<file path="src/rtl/led_pwm_dimmer.sv">
// LED output stage: gates a logical pattern with a 15-slot PWM waveform whose
// level is stepped by a debounced button or swept up/down in breathe mode.
module led_pwm_dimmer #(
  parameter int   CLK_IN_MHZ   = 100,
  parameter logic LED_POLARITY = 1'b1,
  parameter logic BTN_POLARITY = 1'b0,
  parameter int   WIDTH        = 8,
  parameter int   PWM_KHZ      = 1,
  parameter int   DEBOUNCE_MS  = 20,
  parameter int   FADE_STEP_MS = 32
) (
  input  logic             clk_i,
  input  logic             rstn_i,
  input  logic [WIDTH-1:0] pattern_i,
  input  logic             btn_i,
  input  logic             mode_i,
  output logic [WIDTH-1:0] led_o,
  output logic [3:0]       level_o
);

  localparam int SLOT_RAW = CLK_IN_MHZ * 1000 / (PWM_KHZ * 15);
  localparam int DB_RAW   = CLK_IN_MHZ * 1000 * DEBOUNCE_MS;
  localparam int FADE_RAW = CLK_IN_MHZ * 1000 * FADE_STEP_MS;
  localparam int SLOT_CYC = (SLOT_RAW < 1) ? 1 : SLOT_RAW;
  localparam int DB_CYC   = (DB_RAW < 1) ? 1 : DB_RAW;
  localparam int FADE_CYC = (FADE_RAW < 1) ? 1 : FADE_RAW;
  localparam int SW = (SLOT_CYC > 1) ? $clog2(SLOT_CYC) : 1;
  localparam int DW = (DB_CYC > 1) ? $clog2(DB_CYC) : 1;
  localparam int FW = (FADE_CYC > 1) ? $clog2(FADE_CYC) : 1;

  typedef enum logic [1:0] {MANUAL, UP, DOWN} state_t;

  logic [1:0] btn_sync, mode_sync;
  logic       pressed, m;

  always_ff @(posedge clk_i) begin
    if (!rstn_i) begin
      btn_sync  <= {2{~BTN_POLARITY}};
      mode_sync <= 2'b00;
    end else begin
      btn_sync  <= {btn_sync[0], btn_i};
      mode_sync <= {mode_sync[0], mode_i};
    end
  end

  assign pressed = (btn_sync[1] == BTN_POLARITY);
  assign m       = mode_sync[1];

  // Debounce: state follows the input only after DB_CYC consecutive differing cycles.
  logic          db_state, db_done, press_pulse;
  logic [DW-1:0] db_cnt;

  assign db_done     = (db_cnt == DW'(DB_CYC - 1));
  assign press_pulse = pressed & ~db_state & db_done;

  always_ff @(posedge clk_i) begin
    if (!rstn_i) begin
      db_state <= 1'b0;
      db_cnt   <= '0;
    end else if (pressed != db_state) begin
      if (db_done) begin
        db_state <= pressed;
        db_cnt   <= '0;
      end else begin
        db_cnt <= db_cnt + 1'b1;
      end
    end else begin
      db_cnt <= '0;
    end
  end

  logic [SW-1:0] pre_cnt;
  logic [3:0]    slot_cnt;
  logic          slot_wrap;

  assign slot_wrap = (pre_cnt == SW'(SLOT_CYC - 1));

  always_ff @(posedge clk_i) begin
    if (!rstn_i) begin
      pre_cnt  <= '0;
      slot_cnt <= 4'd0;
    end else if (slot_wrap) begin
      pre_cnt  <= '0;
      slot_cnt <= (slot_cnt == 4'd14) ? 4'd0 : slot_cnt + 4'd1;
    end else begin
      pre_cnt <= pre_cnt + 1'b1;
    end
  end

  state_t        state, state_n;
  logic [3:0]    level, level_n;
  logic [FW-1:0] fade_cnt, fade_n;
  logic          fade_tick, pwm_on;

  assign fade_tick = (fade_cnt == FW'(FADE_CYC - 1));
  assign pwm_on    = (slot_cnt < level);

  always_ff @(posedge clk_i) begin
    if (!rstn_i) begin
      state    <= MANUAL;
      level    <= 4'd15;
      fade_cnt <= '0;
    end else begin
      state    <= state_n;
      level    <= level_n;
      fade_cnt <= fade_n;
    end
  end

  always_comb begin
    state_n = state;
    level_n = level;
    fade_n  = fade_cnt;
    case (state)
      MANUAL: begin
        fade_n = '0;
        // Entering breathe takes priority over a coincident press.
        if (m)                state_n = UP;
        else if (press_pulse) level_n = level + 4'd1;
      end
      UP, DOWN: begin
        if (!m) begin
          state_n = MANUAL;
          fade_n  = '0;
        end else begin
          fade_n = fade_tick ? '0 : fade_cnt + 1'b1;
          if (fade_tick) begin
            if (state == UP) begin
              if (level >= 4'd14) begin
                level_n = 4'd15;
                state_n = DOWN;
              end else begin
                level_n = level + 4'd1;
              end
            end else if (level <= 4'd1) begin
              level_n = 4'd0;
              state_n = UP;
            end else begin
              level_n = level - 4'd1;
            end
          end
        end
      end
      default: state_n = MANUAL;
    endcase
  end

  always_ff @(posedge clk_i) begin
    if (!rstn_i)           led_o <= {WIDTH{~LED_POLARITY}};
    else if (LED_POLARITY) led_o <= pattern_i & {WIDTH{pwm_on}};
    else                   led_o <= ~(pattern_i & {WIDTH{pwm_on}});
  end

  assign level_o = level;

endmodule

</file>
<file path="config.mk">
export PLATFORM = sky130hd
export DESIGN_NAME = led_pwm_dimmer
export DESIGN_NICKNAME = d
export VERILOG_FILES = /design/src/rtl/led_pwm_dimmer.sv
export SDC_FILE = /design/constraint.sdc
export NUM_CORES = 1
export LEC_CHECK = 0
export ABC_CLOCK_PERIOD_IN_PS = 3400
export CAP_MARGIN = 25
export CORE_MARGIN = 3
export CORE_UTILIZATION = 30
export DETAILED_ROUTE_END_ITERATION = 7
export SYNTH_ARGS = -nofsm -noshare
export SYNTH_HDL_FRONTEND = slang
export SYNTH_SLANG_ARGS = --single-unit
</file>
<file path="constraint.sdc">
create_clock -name clk_i -period 3.4 [get_ports clk_i]
set_input_delay 0.85 -clock clk_i [delete_from_list [all_inputs] [get_ports clk_i]]
set_output_delay 0.85 -clock clk_i [all_outputs]
set_load 0.02 [all_outputs]
</file>
==> implementation parameters <==
Parameter                              Value

Floorplan
  Core outline area ... 12200 um^2
  Die Y ... 119 um
  Number of rows in the core area ... 40
  Die boundary width ... 119 um
  Effective utilization at floorplan ... 31.2%
  I/O pin count ... 24
  Die Footprint ... 14100 um^2

Critical path
  Worst endpoint required time ... 2550 ps
  Depth of the worst register-to-register path ... 6
  End of the worst register-to-register path ... state[0]
  Critical path data arrival time ... 1550 ps
  Path type of the worst setup path ... flop to output port
  Top cell family by delay on the critical path ... buffers and inverters
  Slowest stage cell, crit path ... sky130_fd_sc_hd__clkdlybuf4s50_1
  Setup slack of the worst register-to-register path ... 1160 ps
  Biggest fanout along the worst timing path ... 9
  Endpoint type of the worst setup path ... output port
  Crit start category ... flop
  CP Cell Sequence ... clkdlybuf4s50_1
  Crit path largest cell delay ... 690 ps
  Buffering stage count on the worst path with inverters included ... 1
  Worst reg2reg path startpoint ... fade_cnt[0]

STA
  Headroom to the max-slew limit ... 60.9%
  Largest clock skew in the final design ... 7.29 ps
  Final-report hold violation count ... 0
  Setup Total Neg Slack ... 0 ps
  Number of failing setup endpoints in the final timing report ... 0
  Least setup slack across all paths after layout ... 996 ps
  Top achievable clock speed ... 416 MHz
  Unrepaired setup endpoints after global routing ... false
  Post-route clock period utilization ... 70.7%
  Minimum clock period after layout ... 2400 ps
  Slew Viols, Final ... 0
  Transition at the pin with the smallest max-transition slack ... 582 ps

Status
  Run status ... completed

Clocking
  Clock tree from TritonCTS ... built
  Root buf cell ... sky130_fd_sc_hd__clkbuf_16
  Sink Count ... 79
  Clock buffers created by TritonCTS ... 9
  H-tree levels ... 3
  Clock insertion delay at the later pin of the skew report ... 340 ps
  Cts hold-fix bufs ... 0
  Max Buffers Root-to-Sink ... 2
  Setup bufs post-CTS ... 0
  # resized after CTS ... 0
  Register clock-pin slew on the reported worst setup and hold paths ... 60 ps

Placement
  Input/output buffers ... 23
  Placer congestion estimate ... 0.756
  Placement-stage worst setup slack ... 926 ps
  Placed wire-length estimate after detailed placement ... 5180 um
  Placed instance area ... 4190 um^2

Global routing
  GR met3 Demand/Resource ... 3.88%
  Antenna violations before repair ... 0
  Met2 track utilization from global routing ... 17.9%
  Overall track demand over capacity in global routing ... 11.2%
  Vias in the first global route ... 2910
  Wire length of the first global-routing pass ... 13300 um
  Most Used Layer, Global Route ... met2
  Met1 usage ... 13.8%
  Total global routing overflow ... 0
  Pin count of the biggest net entering global routing ... 20

Logic synthesis
  Portion of the post-synthesis area used by sequential elements ... 41.6%
  Gate count after technology mapping ... 427
  Top post-synthesis cells by area ... sky130_fd_sc_hd__dfxtp_1 42%, sky130_fd_sc_hd__nor2_1 6.0%, sky130_fd_sc_hd__xor2_1 6.0%
  Mapped Avg Cell Area ... 8.91 um^2
  Mapped cell area ... 3810 um^2
  Count of distinct cell types in the synthesized netlist ... 59
  Primary flip-flop cell chosen by synthesis mapping ... sky130_fd_sc_hd__dfxtp_1
  Number of nets in the synthesized netlist ... 454
  Flip-flop and latch count after synthesis ... 79
  FFs w/ async S/R, synth ... 0%
  Most frequent cells after synthesis ... 79 x sky130_fd_sc_hd__dfxtp_1, 61 x sky130_fd_sc_hd__nor2_1, 33 x sky130_fd_sc_hd__nand2_1
  Cell with the most instances after synthesis ... sky130_fd_sc_hd__dfxtp_1
  Count of flip-flops with a built-in enable after synthesis ... 0
  Post-synth top area share ... 41.6%
  Cell taking the most area after synthesis ... sky130_fd_sc_hd__dfxtp_1
  Total number of yosys warnings ... 0

Drt
  Final routed wire length divided by cell count ... 11.6 um
  Number of vias per cell ... 4.74
  Starting DRT DRC Count ... 105
  DRC violation count after routing ... 0
  Total vias in the final route ... 2969
  Remaining antenna violation count after routing ... 0
  Number of optimization iterations in the first detailed-route pass ... 4
  Total detailed-routing wirelength ... 7280 um

Final layout
  Post-layout net count ... 482
  Final instance area ... 4470 um^2
  # diodes ... 0
  Fraction of final layout cells sized beyond drive strength 1 ... 7.19%
  Synth-to-Final Area Change ... 17.3%
  Fillcell total ... 1256

Min path
  HP Class ... flop to flop
  Hold path startpoint ... btn_sync[0]
  Hold Crit Endpoint ... btn_sync[1]
  Instance count along the most critical hold path ... 1

Power and ir drop
  Pleak ... 1.60 nW
  Power density over cell area ... 455 nW/um^2
  Maximum vdd ir drop ... 0.256 mV
  Power, Total ... 2.03 mW

Job
  Max-capacitance violation count ... 0
logic make-up (layout without fill, tap and decap cells):
kind of cell / Yosys count / count (layout) / synth area share (%)
mux: 2 / 2 / 0.526
simple gates: 217 / 217 / 30.2
fa+ha+maj: 15 / 15 / 4.93
buf+inv: 22 / 54 / 3.16
flops: 79 / 79 / 41.6
compound gates: 46 / 46 / 9.07
xor+xnor: 46 / 46 / 10.6
worst max-delay path by stage:
stage                            from      endpoint  slack [ps]  cells after the start
after floorplan           fade_cnt[0]  fade_cnt[18]        1410                      7
after global placement         rstn_i   fade_cnt[3]         910                      5
after CTS                  level_o[0]    level_o[0]         970                      1
after detailed placement       rstn_i   fade_cnt[3]         930                      5
after global routing       level_o[0]    level_o[0]         930                      1
final                      level_o[0]    level_o[0]        1000                      1
layout make-up:
cell class / instances / area (um^2) / share of cell area (%)
clock buffers: 9 / 225 / 5.04
flip-flops and latches: 79 / 1580 / 35.4
inverters: 14 / 52.6 / 1.18
repair buffers: 25 / 245 / 5.49
well taps: 168 / 210 / 4.71
multi-input cells: 326 / 2100 / 47.1
clock inverters: 6 / 46.3 / 1.04
power by group:
group          internal, mW  switching [mW]
registers             0.943          0.0125
logic                0.0863           0.108
clock network         0.493           0.387
total                  1.52           0.508
stage by stage:
step / util, % / hold WS (ps) / cells
2_1_floorplan: - / 386 / 427
3_3_place_gp: 34.3 / 411 / 612
3_5_place_dp: 34.3 / 411 / 612
4_1_cts: 36.6 / 426 / 627
5_1_grt: 36.6 / 448 / 627
6_report: 36.6 / 419 / 627
routing by layer:
layer	wire length [um]	up-vias
li1	-	1543
met3	253	12
met5	0	-
met1	3540	1365
met4	138	0
met2	3350	49
state kept, by name, indices dropped and copies added (netlist names):
signal	flops
btn_sync	2
db_state	1
db_cnt	21
led_o	8
slot_cnt	4
pre_cnt	13
fade_cnt	22
mode_sync	2
state	2
level_o	4
layout by cell type (no fill, tap or decap), drive strengths merged, types with 3 or more instances in the layout:
cell           Yosys  routed
and3              13      13
o311ai             4       4
clkinv             0       3
xor2              26      26
dfxtp             79      79
nand3             30      30
nor4               9       9
nor2b              6       6
nand2b             6       6
nor2              61      61
inv               14      15
and2              13      13
clkbuf             4       9
o221ai             3       3
o21ai              7       7
o211ai             3       3
a21boi             6       6
nand2             34      34
ha                15      15
clkdlybuf4s50      0      23
xnor2             20      20
nand3b             4       4
a21oi              7       7
nor3              11      11
nand4             12      12
Note: power is estimated with default switching activity, not from simulation.
